### src/rtl/stage0_flush_driver_if.sv
`default_nettype none
// ============================================================================
// Module   : stage0_flush_driver_if
// Brief    : Request / ma_flush bundle between the flush driver and its users.
// Revision : 1.0
// ============================================================================
interface stage0_flush_driver_if #(
  parameter int PC_W = 64
);

  logic            req_valid;
  logic            req_ready;
  logic [PC_W-1:0] req_pc;
  logic [1:0]      req_kind;
  logic            flush_rdy;
  logic            flush_en;
  logic [PC_W-1:0] flush_pc;
  logic            flush_fence;
  logic            flush_sfence;
  logic            update_eepoch_en;
  logic            update_wepoch_en;
  logic            eepoch;
  logic            wepoch;
  logic            busy;
  logic [31:0]     flush_count;
  logic            err_misaligned;

  // The driver side: accepts requests and masters the ma_flush bus.
  modport master (
    input  req_valid, req_pc, req_kind, flush_rdy,
    output req_ready, flush_en, flush_pc, flush_fence, flush_sfence,
           update_eepoch_en, update_wepoch_en, eepoch, wepoch, busy,
           flush_count, err_misaligned
  );

  modport slave (
    output req_valid, req_pc, req_kind, flush_rdy,
    input  req_ready, flush_en, flush_pc, flush_fence, flush_sfence,
           update_eepoch_en, update_wepoch_en, eepoch, wepoch, busy,
           flush_count, err_misaligned
  );

endinterface

`default_nettype wire

### src/rtl/stage0_flush_driver.sv
`default_nettype none
// ============================================================================
// Module   : stage0_flush_driver
// Brief    : Queues redirect requests and issues them to stage0 as ma_flush
//            pulses, tracking shadow eEpoch/wEpoch. Option: FLUSH_ALIGN_CHECK_EN.
// Revision : 1.0
// ============================================================================
module stage0_flush_driver #(
  parameter int PC_W    = 64,
  parameter int DEPTH   = 4,
  parameter int MIN_GAP = 2
) (
  input wire                    CLK,
  input wire                    RST_N,
  stage0_flush_driver_if.master bus
);

  localparam int               c_ptr_w = (DEPTH > 1) ? $clog2(DEPTH) : 1;
  localparam logic [c_ptr_w:0] c_full  = (c_ptr_w + 1)'(DEPTH);
  localparam logic [3:0]       c_gap   = 4'(MIN_GAP);

  typedef enum logic [1:0] {
    S_IDLE  = 2'd0,
    S_ISSUE = 2'd1,
    S_GAP   = 2'd2
  } state_t;

  logic [PC_W-1:0]    r_pc_mem   [DEPTH];
  logic [1:0]         r_kind_mem [DEPTH];
  logic [c_ptr_w-1:0] r_wr_ptr;
  logic [c_ptr_w-1:0] r_rd_ptr;
  logic [c_ptr_w:0]   r_count;
  logic               r_pending;
  state_t             r_state;
  logic [3:0]         r_gap;
  logic               r_eepoch;
  logic               r_wepoch;
  logic [31:0]        r_flush_count;

  logic               w_push;
  logic               w_pop;
  logic               w_fire;
  logic               w_drop;
  logic               w_bad_pc;
  logic               w_in_issue;
  logic [PC_W-1:0]    w_head_pc;
  logic [1:0]         w_head_kind;

  assign bus.req_ready = (r_count != c_full);
  assign w_push        = bus.req_valid && bus.req_ready;
  assign w_head_pc     = r_pc_mem[r_rd_ptr];
  assign w_head_kind   = r_kind_mem[r_rd_ptr];
  assign w_in_issue    = (r_state == S_ISSUE);

`ifdef FLUSH_ALIGN_CHECK_EN
  assign w_bad_pc = w_head_pc[0];
`else
  assign w_bad_pc = 1'b0;
`endif

  // A misaligned head is discarded without waiting for stage0 readiness.
  assign w_drop = w_in_issue && w_bad_pc;
  assign w_fire = w_in_issue && bus.flush_rdy && !w_bad_pc;
  assign w_pop  = w_fire || w_drop;

  assign bus.flush_en         = w_fire;
  assign bus.flush_pc         = w_fire ? w_head_pc : '0;
  assign bus.flush_fence      = w_fire && (w_head_kind == 2'd2);
  assign bus.flush_sfence     = w_fire && (w_head_kind == 2'd3);
  assign bus.update_eepoch_en = w_fire && (w_head_kind == 2'd0);
  assign bus.update_wepoch_en = w_fire && (w_head_kind != 2'd0);
  assign bus.eepoch           = r_eepoch;
  assign bus.wepoch           = r_wepoch;
  assign bus.flush_count      = r_flush_count;
  assign bus.busy             = (r_count != '0) || (r_state != S_IDLE);

  // Payload storage needs no reset: only entries between the pointers are read.
  always_ff @(posedge CLK) begin
    if (w_push) begin
      r_pc_mem[r_wr_ptr]   <= bus.req_pc;
      r_kind_mem[r_wr_ptr] <= bus.req_kind;
    end
  end

  always_ff @(posedge CLK or negedge RST_N) begin
    if (!RST_N) begin
      r_wr_ptr      <= '0;
      r_rd_ptr      <= '0;
      r_count       <= '0;
      r_pending     <= 1'b0;
      r_state       <= S_IDLE;
      r_gap         <= 4'd0;
      r_eepoch      <= 1'b0;
      r_wepoch      <= 1'b0;
      r_flush_count <= 32'd0;
    end else begin
      if (w_push) begin
        r_wr_ptr <= r_wr_ptr + 1'b1;
      end
      if (w_pop) begin
        r_rd_ptr <= r_rd_ptr + 1'b1;
      end
      case ({w_push, w_pop})
        2'b10:   r_count <= r_count + 1'b1;
        2'b01:   r_count <= r_count - 1'b1;
        default: r_count <= r_count;
      endcase

      // Lagged occupancy view gives a fresh entry one settle cycle before issue.
      r_pending <= (r_count != '0);

      if (w_fire) begin
        r_flush_count <= r_flush_count + 32'd1;
        if (w_head_kind == 2'd0) begin
          r_eepoch <= ~r_eepoch;
        end else begin
          r_wepoch <= ~r_wepoch;
        end
      end

      case (r_state)
        S_IDLE: begin
          if (r_pending && (r_count != '0)) begin
            r_state <= S_ISSUE;
          end
        end
        S_ISSUE: begin
          if (w_drop) begin
            r_state <= S_IDLE;
          end else if (w_fire) begin
            if (MIN_GAP == 0) begin
              r_state <= S_IDLE;
            end else begin
              r_state <= S_GAP;
              r_gap   <= c_gap;
            end
          end
        end
        S_GAP: begin
          r_gap <= r_gap - 4'd1;
          if (r_gap <= 4'd1) begin
            r_state <= S_IDLE;
          end
        end
        default: r_state <= S_IDLE;
      endcase
    end
  end

`ifdef FLUSH_ALIGN_CHECK_EN
  logic r_err;

  always_ff @(posedge CLK or negedge RST_N) begin
    if (!RST_N) begin
      r_err <= 1'b0;
    end else if (w_drop) begin
      r_err <= 1'b1;
    end
  end

  assign bus.err_misaligned = r_err;
`else
  assign bus.err_misaligned = 1'b0;
`endif

endmodule

`default_nettype wire

### src/flat_wrapper.sv
// flat-port wrapper written by rule: the top's interface ports become plain ports
module stage0_flush_driver_flat 
#(
  parameter int PC_W    = 64,
  parameter int DEPTH   = 4,
  parameter int MIN_GAP = 2
)
  (CLK, RST_N, bus_req_valid, bus_req_pc, bus_req_kind, bus_flush_rdy, bus_req_ready, bus_flush_en, bus_flush_pc, bus_flush_fence, bus_flush_sfence, bus_update_eepoch_en, bus_update_wepoch_en, bus_eepoch, bus_wepoch, bus_busy, bus_flush_count, bus_err_misaligned);
  stage0_flush_driver_if #(.PC_W(PC_W)) bus_i ();
  input wire CLK;
  input wire RST_N;
  input wire logic [$bits(bus_i.req_valid)-1:0] bus_req_valid;
  input wire logic [$bits(bus_i.req_pc)-1:0] bus_req_pc;
  input wire logic [$bits(bus_i.req_kind)-1:0] bus_req_kind;
  input wire logic [$bits(bus_i.flush_rdy)-1:0] bus_flush_rdy;
  output wire logic [$bits(bus_i.req_ready)-1:0] bus_req_ready;
  output wire logic [$bits(bus_i.flush_en)-1:0] bus_flush_en;
  output wire logic [$bits(bus_i.flush_pc)-1:0] bus_flush_pc;
  output wire logic [$bits(bus_i.flush_fence)-1:0] bus_flush_fence;
  output wire logic [$bits(bus_i.flush_sfence)-1:0] bus_flush_sfence;
  output wire logic [$bits(bus_i.update_eepoch_en)-1:0] bus_update_eepoch_en;
  output wire logic [$bits(bus_i.update_wepoch_en)-1:0] bus_update_wepoch_en;
  output wire logic [$bits(bus_i.eepoch)-1:0] bus_eepoch;
  output wire logic [$bits(bus_i.wepoch)-1:0] bus_wepoch;
  output wire logic [$bits(bus_i.busy)-1:0] bus_busy;
  output wire logic [$bits(bus_i.flush_count)-1:0] bus_flush_count;
  output wire logic [$bits(bus_i.err_misaligned)-1:0] bus_err_misaligned;
  assign bus_i.req_valid = bus_req_valid;
  assign bus_i.req_pc = bus_req_pc;
  assign bus_i.req_kind = bus_req_kind;
  assign bus_i.flush_rdy = bus_flush_rdy;
  assign bus_req_ready = bus_i.req_ready;
  assign bus_flush_en = bus_i.flush_en;
  assign bus_flush_pc = bus_i.flush_pc;
  assign bus_flush_fence = bus_i.flush_fence;
  assign bus_flush_sfence = bus_i.flush_sfence;
  assign bus_update_eepoch_en = bus_i.update_eepoch_en;
  assign bus_update_wepoch_en = bus_i.update_wepoch_en;
  assign bus_eepoch = bus_i.eepoch;
  assign bus_wepoch = bus_i.wepoch;
  assign bus_busy = bus_i.busy;
  assign bus_flush_count = bus_i.flush_count;
  assign bus_err_misaligned = bus_i.err_misaligned;
  stage0_flush_driver #(.PC_W(PC_W), .DEPTH(DEPTH), .MIN_GAP(MIN_GAP)) u_core (.CLK(CLK), .RST_N(RST_N), .bus(bus_i));
endmodule
### config.mk
export PLATFORM = sky130hd
export DESIGN_NAME = stage0_flush_driver_flat
export DESIGN_NICKNAME = d
export VERILOG_FILES = /design/src/rtl/stage0_flush_driver_if.sv /design/src/rtl/stage0_flush_driver.sv /design/src/flat_wrapper.sv
export SDC_FILE = /design/constraint.sdc
export NUM_CORES = 1
export LEC_CHECK = 0
export BUFFER_PORTS_ARGS = -buffer_cell sky130_fd_sc_hd__buf_2
export CORE_MARGIN = 2
export CORE_UTILIZATION = 40
export CTS_BUF_LIST = sky130_fd_sc_hd__clkbuf_4 sky130_fd_sc_hd__clkbuf_8
export CTS_CLUSTER_SIZE = 30
export DETAILED_ROUTE_END_ITERATION = 8
export SETUP_SLACK_MARGIN = 0.02
export SYNTH_ARGS = -nofsm -noshare
export SYNTH_HDL_FRONTEND = slang
export SYNTH_SLANG_ARGS = --single-unit
### constraint.sdc
create_clock -name CLK -period 6.3 [get_ports CLK]
set_input_delay 1.26 -clock CLK [delete_from_list [all_inputs] [get_ports CLK]]
set_output_delay 1.26 -clock CLK [all_outputs]
set_load 0.02 [all_outputs]
==> reports/results.tsv, run 1 <==
stage	metric	value	unit
layout	area grow syn2layout	19.60	%
worst_setup_path	crit-path max FO	36	
die	Total Die Area	31950	µm²
global_route	initial antenna violation count	5	
layout	fin util	48.89	%
clock_tree	clock transition at the registers of the reported paths	0.06	ns
timing	TNS Setup	0	ns
clock_tree	Setup Fix Bufs, Post-CTS	0	
drt	drt wl/cell	18.94	µm
run	MaxCap Viol Count	0	
layout	Final nets	916	
die	Rows	63	
drt	residual DRC count	0	
outcome	outcome	complete, no violations	
worst_hold_path	Hold/Removal Path Class	register to register	
layout	Layout fillers	2538	
timing	FMAX	237.4	MHz
drt	drt first pass iters	4	
yosys	Post-synth EDFFs	264	
clock_tree	clk root buf	clkbuf_8	
drt	DR vias/cell	4.966	
clock_tree	clk sinks	312	
clock_tree	Post-CTS Hold Buffers	0	
place	DPL Wire Length	13.94	mm
clock_tree	CTS tree	yes	
timing	fin crit period	4.213	ns
die	Core ar.	29870	µm²
die	Initial Utilization	40.88	%
timing	final number of setup-violating endpoints	0	
timing	Hold Fails Final Rpt	0	
place	input/output buffers	174	
global_route	remaining global-route overflow	0	
place	dpl cell area	13540	µm²
drt	routed via count	6317	
timing	skew final	0.02419	ns
yosys	Synth cell types	38	
clock_tree	total CTS buffers	51	
clock_tree	CTS H-tree depth	2	
yosys	Primary FF master, synth	edfxtp_1	
yosys	Synth Area in Simple Gates	7.233	%
timing	RSZ-0062 raised after global routing	false	
pwr	worst vdd ir	0.3278	mV
pwr	leakage power	5.414	nW
global_route	first-pass GRT wire length	36.92	mm
drt	initial DRC count	414	
worst_setup_path	CP Capture Type	output port	
layout	final instance area	14610	µm²
timing	post-route clock period utilization	66.87	%
place	RePlAce Congestion	0.7230	
yosys	Synth Area in XOR/XNOR	2.869	%
timing	Slew headroom	29.00	%
timing	Least-Margin Pin Slew	1.065	ns
yosys	asr flop ratio synth	15.38	%
pwr	power density cells	433.4	nW/µm²
global_route	vias in the first global route	6504	
die	Die Wd	178.7	µm
yosys	Post-Synth Adder-Cell Area	0.9835	%
yosys	Mapped Nets	705	
drt	drt total wl	24.09	mm
yosys	synthesized cell area	12210	µm²
yosys	post-synthesis mux area share	12.45	%
clock_tree	maximum root-to-sink buffer count	3	
yosys	#FFs+latches synth	312	
layout	area of the multi-input gates	2932	µm²
global_route	overall routing resource usage	15.33	%
timing	max-slew violation count	0	
layout	Reg area	9134	µm²
global_route	largest net degree at the start of global routing	67	
worst_setup_path	CP Launch Type	register	
worst_setup_path	CP required	5.04	ns
die	io pins	176	
yosys	YS warnings	0	
yosys	Synth Area in Compound Gates	0.2356	%
yosys	Mean Syn Cell Area	19.51	µm²
yosys	sequential share of the synthesized area	74.75	%
die	chip height	178.7	µm
clock_tree	quantity of gates resized following cts	0	
worst_setup_path	Worst Path Arrival	2.95	ns
yosys	cells after synthesis	626	
layout	share of post-route cells with drive strength above 1	40.00	%
worst_setup_path	Setup CP Type	register to output port	
clock_tree	worst skew pair latency	0.58	ns
drt	Routed Antenna Nets	0	
yosys	combinational family with the most area after synthesis	multiplexers	
worst paths after layout:
kind / start / slack (ns) / end / cells past startpoint
min: u_core.bus.wepoch$_DFFE_PN0P_ / 0.46 / u_core.bus.wepoch$_DFFE_PN0P_ / 1
min in group asynchronous: RST_N / 0.68 / u_core.bus.flush_count[2]$_DFFE_PN0N_ / 1
max in group asynchronous: RST_N / 4.85 / u_core.r_rd_ptr[0]$_DFFE_PN0N_ / 2
min reg2reg: u_core.bus.wepoch$_DFFE_PN0P_ / 0.46 / u_core.bus.wepoch$_DFFE_PN0P_ / 1
max: u_core.r_rd_ptr[1]$_DFFE_PN0N_ / 2.09 / bus_flush_pc[22] / 4
max reg2reg: u_core.r_rd_ptr[0]$_DFFE_PN0N_ / 3.98 / u_core.bus.wepoch$_DFFE_PN0P_ / 4
worst max-delay path, cell delays in order, from the launching register on:
cell     delay (ns)
dfrtp_2        1.06
buf_4          0.59
mux4_2         0.40
nor2b_1        0.14
buf_2          0.19
metrics by stage:
| stage | total power [W] | cells | setup WS, ns | hold WS, ns |
|---|---|---|---|---|
| 2_1_floorplan | 0.004151 | 626 | 2.912 | 0.4490 |
| 3_3_place_gp | 0.004650 | 1174 | 2.605 | 0.4521 |
| 3_5_place_dp | 0.004661 | 1174 | 2.600 | 0.4526 |
| 4_1_cts | 0.006455 | 1270 | 1.981 | 0.4647 |
| 5_1_grt | 0.006700 | 1270 | 1.896 | 0.4813 |
| 6_report | 0.006331 | 1272 | 2.087 | 0.4579 |
cells in the mapped netlist, drive strengths merged (3+ instances only):
cell type / number / share of area (%)
buf: 19 / 0.93
mux4: 66 / 12
ha: 8 / 0.82
xor2: 7 / 0.50
xnor2: 33 / 2.4
nand2: 20 / 0.61
nor2: 13 / 0.46
and3: 9 / 0.46
dfrtp: 48 / 9.8
nand3: 14 / 0.57
nor2b: 66 / 3.4
edfxtp: 264 / 65
mux2: 3 / 0.28
inv: 7 / 0.22
clkbuf: 9 / 0.28
nor3: 5 / 0.20
and2: 3 / 0.17
nand4: 14 / 0.72
metal layers:
layer | vias to the layer above | track usage (%) | part of all wire (%)
met1 | 3197 | 20.05 | 43
met3 | 45 | 5.153 | 8.0
met2 | 195 | 24.49 | 47
li1 | 2874 | - | -
met5 | - | 0 | 0.14
met4 | 6 | 4.505 | 1.9
state kept, by name (all words and copies together) (netlist names):
| signal | cells |
|---|---|
| u_core.r_pc_mem | 256 |
| u_core.bus.wepoch | 1 |
| u_core.bus.flush_count | 32 |
| u_core.r_count | 3 |
| u_core.r_kind_mem | 8 |
| u_core.r_pending | 1 |
| u_core.r_rd_ptr | 2 |
| u_core.r_wr_ptr | 2 |
| u_core.r_state | 2 |
| u_core.bus.eepoch | 1 |
| u_core.r_gap | 4 |
cell families (layout without fill, tap and decap cells):
kind of cell,after synthesis,after routing
AOI/OAI and AO/OA,5,5
DFF,312,312
and+or+nand+nor,154,154
muxes,69,69
buffers and inverters,36,290
other,1,3
adders and majority gates,9,9
xor gates and xnor gates,40,40
cell type report:
cell class | instances | share of cell area, %
Antenna cell | 2 | 0.03426
Clock inverter | 17 | 0.7795
Sequential cell | 312 | 62.53
Multi-Input combinational cell | 278 | 20.07
Timing Repair Buffer | 186 | 6.579
Inverter | 8 | 0.2056
Clock buffer | 79 | 6.459
Tap cell | 390 | 3.341
where the power goes:
| group | internal, W | switching [W] |
|---|---|---|
| Combinational | 0.000774 | 0.000844 |
| Sequential | 0.00269 | 0.000253 |
| Clock | 0.000998 | 0.000768 |
| Total | 0.00447 | 0.00186 |
placed cells by master, fill, tap and decap left out, drive strengths merged, types with 16 or more instances in the layout:
master / n
edfxtp: 264
buf: 186
clkbuf: 79
mux4: 66
nor2b: 66
dfrtp: 48
xnor2: 33
nand2: 20
clkinv: 16
Power figures use the tool's default switching activity.
==> run 2, diff against run 1 <==
==> constraint.sdc (replaced) <==
create_clock -name CLK -period 3.5 [get_ports CLK]
set_input_delay 0.7 -clock CLK [delete_from_list [all_inputs] [get_ports CLK]]
set_output_delay 0.7 -clock CLK [all_outputs]
set_load 0.02 [all_outputs]
==> run 2 against run 1 <==
Against the previous run:
- final cell count hardly changed
- sequential share of layout area decreased by 0.44 points
- die area did not move
- first-iteration DRC count down 30%
- clock skew is 0.0019 ns lower
- power increased by 81%
- critical path depth is the same
- register-to-register slack worse by 2.6 ns
- critical endpoint is now bus_flush_pc[32]
==> reports/results.tsv, run 2 (same netlist as run 1, synthesis figures left out) <==
stage	metric	value	unit
outcome	outcome	complete, no violations	
place	RePlAce Congestion	0.7248	
clock_tree	maximum root-to-sink buffer count	3	
timing	Slew headroom	55.11	%
worst_hold_path	Hold/Removal Path Class	input pin to async pin	
clock_tree	Post-CTS Hold Buffers	0	
global_route	largest net degree at the start of global routing	76	
timing	FMAX	315.4	MHz
pwr	power density cells	779.7	nW/µm²
worst_setup_path	slowest stage delay, CP	0.68	ns
timing	post-route clock period utilization	90.60	%
die	Die Wd	178.7	µm
worst_setup_path	depth of the worst register-to-register path	7	
die	Total Die Area	31950	µm²
worst_setup_path	CP Capture Type	output port	
worst_setup_path	crit-path max FO	35	
drt	DR vias/cell	4.917	
timing	skew final	0.02227	ns
global_route	first-pass GRT wire length	37.47	mm
layout	Final nets	921	
global_route	remaining global-route overflow	0	
pwr	total power	0.01147	W
worst_setup_path	reg2reg start	u_core.r_state[0]$_DFFE_PN0P_	
die	Rows	63	
place	dpl cell area	13670	µm²
layout	Post-Layout Cell Count	1273	
clock_tree	CTS H-tree depth	2	
worst_setup_path	slowest CP cell	dfrtp_4	
worst_setup_path	crit-path leading delay family	flip-flops	
drt	initial DRC count	291	
place	DPL Wire Length	14.20	mm
timing	final number of setup-violating endpoints	0	
place	placed cell count	1178	
worst_setup_path	Reg-to-Reg End	u_core.r_count[2]$_DFFE_PN0P_	
layout	final instance area	14710	µm²
timing	Least-Margin Pin Slew	0.6733	ns
layout	most common cell after layout, fill and taps aside	edfxtp_1	
die	io pins	176	
clock_tree	CTS tree	yes	
drt	routed via count	6259	
clock_tree	clk root buf	clkbuf_8	
timing	final hold slack	0.1778	ns
layout	Layout fillers	2512	
drt	drt first pass iters	4	
global_route	vias in the first global route	6675	
layout	most flop-heavy register	u_core.r_pc_mem	
timing	TNS Setup	0	ns
layout	number of flip-flops under the largest register name	256	
worst_setup_path	WP buf/inv	2	
worst_setup_path	Setup CP Type	register to output port	
layout	area grow syn2layout	20.44	%
die	Initial Utilization	40.88	%
pwr	leakage power	5.448	nW
die	Core ar.	29870	µm²
layout	most frequent cells in the layout	264 x edfxtp_1, 174 x buf_2, 66 x mux4_2, 66 x nor2b_1, 57 x clkbuf_8	
worst_setup_path	Worst Path Arrival	2.47	ns
die	chip height	178.7	µm
clock_tree	total CTS buffers	52	
worst_setup_path	Cell Chain, Critical Path	buf_12 > mux4_2 > nor2b_1 > buf_2	
clock_tree	clk sinks	312	
global_route	overall routing resource usage	15.47	%
worst_setup_path	CP required	2.80	ns
drt	drt wl/cell	18.89	µm
clock_tree	worst skew pair latency	0.56	ns
drt	Routed Antenna Nets	0	
place	input/output buffers	174	
pwr	worst vdd ir	0.4149	mV
drt	residual DRC count	0	
clock_tree	Setup Fix Bufs, Post-CTS	0	
timing	Hold Fails Final Rpt	0	
timing	max-slew violation count	0	
clock_tree	clock transition at the registers of the reported paths	0.06	ns
worst_setup_path	CP Launch Type	register	
layout	share of post-route cells with drive strength above 1	39.73	%
timing	RSZ-0062 raised after global routing	false	
global_route	initial antenna violation count	5	
worst_setup_path	Worst R2R Setup Slack	1.34	ns
run	MaxCap Viol Count	0	
clock_tree	quantity of gates resized following cts	0	
timing	fin crit period	3.171	ns
drt	drt total wl	24.05	mm
run 2: metal layers:
metal  up-vias  global-route usage, %  routed length [µm]
met5         -                      0                  34
met1      3129                  19.95               10310
met2       205                  24.63               11270
li1       2883                      -                   -
met3        36                  6.043                2082
met4         6                  3.997                 350
run 2: how the worst max path moves through the flow:
stage | cells past startpoint | startpoint | slack (ns) | end
2_1_floorplan | 3 | u_core.r_count[0]$_DFFE_PN0P_ | 0.75 | u_core.r_kind_mem[0][0]$_DFFE_PP_
3_3_place_gp | 4 | u_core.r_rd_ptr[0]$_DFFE_PN0N_ | 0.83 | bus_flush_pc[30]
5_1_grt | 4 | u_core.r_rd_ptr[0]$_DFFE_PN0N_ | 0.12 | bus_flush_pc[29]
3_5_place_dp | 4 | u_core.r_rd_ptr[0]$_DFFE_PN0N_ | 0.83 | bus_flush_pc[8]
4_1_cts | 4 | u_core.r_rd_ptr[0]$_DFFE_PN0N_ | 0.22 | bus_flush_pc[8]
6_report | 4 | u_core.r_rd_ptr[0]$_DFFE_PN0N_ | 0.33 | bus_flush_pc[32]
run 2: through the flow:
step	setup slack (ns)	util (%)
after CTS	0.2201	49.22
final	0.3290	49.24
after global placement	0.8319	45.76
after detailed placement	0.8255	45.76
after floorplan	0.7536	-
after global routing	0.1246	49.23
run 2: cell type report:
| type | count | area [µm²] | area share (%) |
|---|---|---|---|
| antenna | 2 | 5.005 | 0.03403 |
| timing repair buffer | 190 | 1091 | 7.418 |
| sequential | 312 | 9134 | 62.10 |
| clock inverter | 24 | 160.2 | 1.089 |
| inverter | 8 | 30.03 | 0.2042 |
| tap | 390 | 488.0 | 3.317 |
| multi-input combinational | 278 | 2927 | 19.90 |
| clock buffer | 69 | 874.6 | 5.946 |
run 2: worst reg2reg max path, stage by stage, from the launching register on:
cell and delay (ns):
dfrtp_1 0.42, nand3b_1 0.18, clkinv_1 0.33, ha_1 0.35
fa_1 0.38, xnor2_1 0.13, nor2_1 0.14, xor2_1 0.15
run 2: where the power goes:
| group | total [W] | switching, W | internal (W) |
|---|---|---|---|
| Combinational | 0.00312 | 0.00164 | 0.00149 |
| Sequential | 0.00519 | 0.000346 | 0.00484 |
| Clock | 0.00316 | 0.00139 | 0.00177 |
==> run 3, diff against run 2 <==
==> constraint.sdc (replaced) <==
create_clock -name CLK -period 2.9 [get_ports CLK]
set_input_delay 0.58 -clock CLK [delete_from_list [all_inputs] [get_ports CLK]]
set_output_delay 0.58 -clock CLK [all_outputs]
set_load 0.02 [all_outputs]
==> run 3 against run 2 <==
Against the previous run:
- setup slack lost 0.23 ns
- first-iteration DRC count up 19%
- via count is 2.5% higher
- die area unchanged
- largest power group unchanged
==> reports/results.tsv, run 3 (same netlist as run 1, synthesis figures left out) <==
stage	metric	value	unit
clock_tree	clk root buf	clkbuf_8	
worst_setup_path	Worst Setup SP	u_core.r_rd_ptr[0]$_DFFE_PN0N_	
pwr	worst vdd ir	0.5292	mV
global_route	first-pass GRT wire length	37.67	mm
global_route	vias in the first global route	6745	
worst_setup_path	crit-path max FO	12	
worst_setup_path	slowest CP cell	mux4_2	
worst_setup_path	worst setup path endpoint	bus_flush_pc[36]	
drt	DR vias/cell	4.974	
worst_setup_path	crit-path leading delay family	buffers and inverters	
timing	post-route clock period utilization	96.68	%
die	Total Die Area	31950	µm²
clock_tree	total CTS buffers	52	
clock_tree	maximum root-to-sink buffer count	3	
worst_setup_path	Worst R2R Setup Slack	0.87	ns
place	pre-CTS setup slack	0.5187	ns
drt	routed via count	6416	
timing	final number of setup-violating endpoints	0	
timing	Final WS setup	0.09642	ns
worst_setup_path	Cell Chain, Critical Path	buf_4 > clkbuf_16 > mux4_2 > nor2b_1 > buf_2	
drt	drt wl/cell	19.34	µm
global_route	largest net degree at the start of global routing	47	
global_route	remaining global-route overflow	0	
timing	skew final	0.04012	ns
timing	Hold Fails Final Rpt	0	
worst_setup_path	reg2reg start	u_core.r_count[0]$_DFFE_PN0P_	
layout	most frequent cells in the layout	264 x edfxtp_1, 173 x buf_2, 66 x mux4_2, 66 x nor2b_1, 55 x clkbuf_8	
drt	drt first pass iters	6	
clock_tree	worst skew pair latency	0.59	ns
worst_setup_path	CP required	2.32	ns
outcome	outcome	complete, no violations	
die	Initial Utilization	40.88	%
run	MaxCap Viol Count	0	
pwr	power density cells	945.6	nW/µm²
worst_setup_path	WP depth	5	
clock_tree	clk sinks	312	
drt	residual DRC count	0	
layout	share of post-route cells with drive strength above 1	40.91	%
place	input/output buffers	174	
worst_setup_path	depth of the worst register-to-register path	9	
timing	Least-Margin Pin Slew	0.8425	ns
worst_hold_path	Hold/Removal Path Class	input pin to async pin	
worst_setup_path	slowest stage delay, CP	0.49	ns
global_route	overall routing resource usage	15.63	%
worst_setup_path	Setup CP Type	register to output port	
timing	Slew headroom	43.83	%
worst_setup_path	CP Capture Type	output port	
worst_setup_path	Reg-to-Reg End	u_core.r_count[2]$_DFFE_PN0P_	
pwr	leakage power	5.536	nW
timing	RSZ-0062 raised after global routing	true	
die	Core ar.	29870	µm²
die	Die Wd	178.7	µm
timing	final hold slack	0.1266	ns
layout	most flop-heavy register	u_core.r_pc_mem	
timing	FMAX	356.7	MHz
place	DPL Wire Length	14.98	mm
drt	initial DRC count	345	
worst_setup_path	CP Launch Type	register	
layout	Post-Layout Cell Count	1290	
die	Rows	63	
layout	Final nets	934	
die	io pins	176	
place	placed cell count	1186	
layout	most common cell after layout, fill and taps aside	edfxtp_1	
place	RePlAce Congestion	0.7425	
drt	drt total wl	24.95	mm
die	chip height	178.7	µm
timing	fin crit period	2.804	ns
clock_tree	CTS H-tree depth	2	
clock_tree	CTS tree	yes	
worst_setup_path	WP buf/inv	3	
global_route	initial antenna violation count	8	
place	dpl cell area	13730	µm²
clock_tree	clock transition at the registers of the reported paths	0.06	ns
layout	final instance area	14860	µm²
timing	TNS Setup	0	ns
timing	max-slew violation count	0	
worst_setup_path	Worst Path Arrival	2.22	ns
drt	Routed Antenna Nets	0	
layout	number of flip-flops under the largest register name	256	
layout	area grow syn2layout	21.64	%
run 3: stage by stage:
step / utilization, % / total power [W]
6_report: 49.73 / 0.01405
5_1_grt: 49.72 / 0.01481
4_1_cts: 49.48 / 0.01418
3_5_place_dp: 45.96 / 0.01030
3_3_place_gp: 45.96 / 0.01026
2_1_floorplan: - / 0.009017
run 3: cell type report:
type	instances	area (µm²)
Clock buffer	71	877.1
Antenna cell	3	7.507
Clock inverter	25	160.2
Multi-Input combinational cell	278	2927
Tap cell	390	488.0
Sequential cell	312	9134
Timing Repair Buffer	203	1232
Fill cell	2523	15020
Inverter	8	30.03
run 3: per-layer routing:
layer	track usage [%]	vias to the layer above	wire [µm]
met5	0	-	36
li1	-	2904	-
met4	4.776	8	433
met2	25.32	224	11920
met3	5.174	48	1988
met1	20.09	3232	10570
run 3: worst min path at each step:
| stage | startpoint | to | slack (ns) | cells after the start |
|---|---|---|---|---|
| after detailed placement | u_core.bus.wepoch$_DFFE_PN0P_ | u_core.bus.wepoch$_DFFE_PN0P_ | 0.46 | 1 |
| after global placement | u_core.bus.eepoch$_DFFE_PN0P_ | u_core.bus.eepoch$_DFFE_PN0P_ | 0.45 | 1 |
| after floorplan | RST_N | u_core.bus.eepoch$_DFFE_PN0P_ | 0.28 | 0 |
| after CTS | RST_N | u_core.r_gap[0]$_DFFE_PN0P_ | 0.13 | 1 |
| final | RST_N | u_core.bus.flush_count[30]$_DFFE_PN0N_ | 0.13 | 1 |
| after global routing | RST_N | u_core.bus.flush_count[20]$_DFFE_PN0N_ | 0.16 | 1 |
run 3: power by group:
| group | leakage [nW] | total, W | internal [W] | switching, W |
|---|---|---|---|---|
| logic | 1.94 | 0.00410 | 0.00194 | 0.00215 |
| clock network | 0.552 | 0.00380 | 0.00207 | 0.00173 |
| registers | 3.05 | 0.00615 | 0.00584 | 0.000307 |
run 3: repair_timing:
item / 4_1_cts / 5_1_grt
cloned: 0 / 1
hold buffers: 0 / 0
resized for setup: 0 / 3
setup endpoints to repair: 59 / 32
setup buffers: 2 / 2
pin swaps: 0 / 1
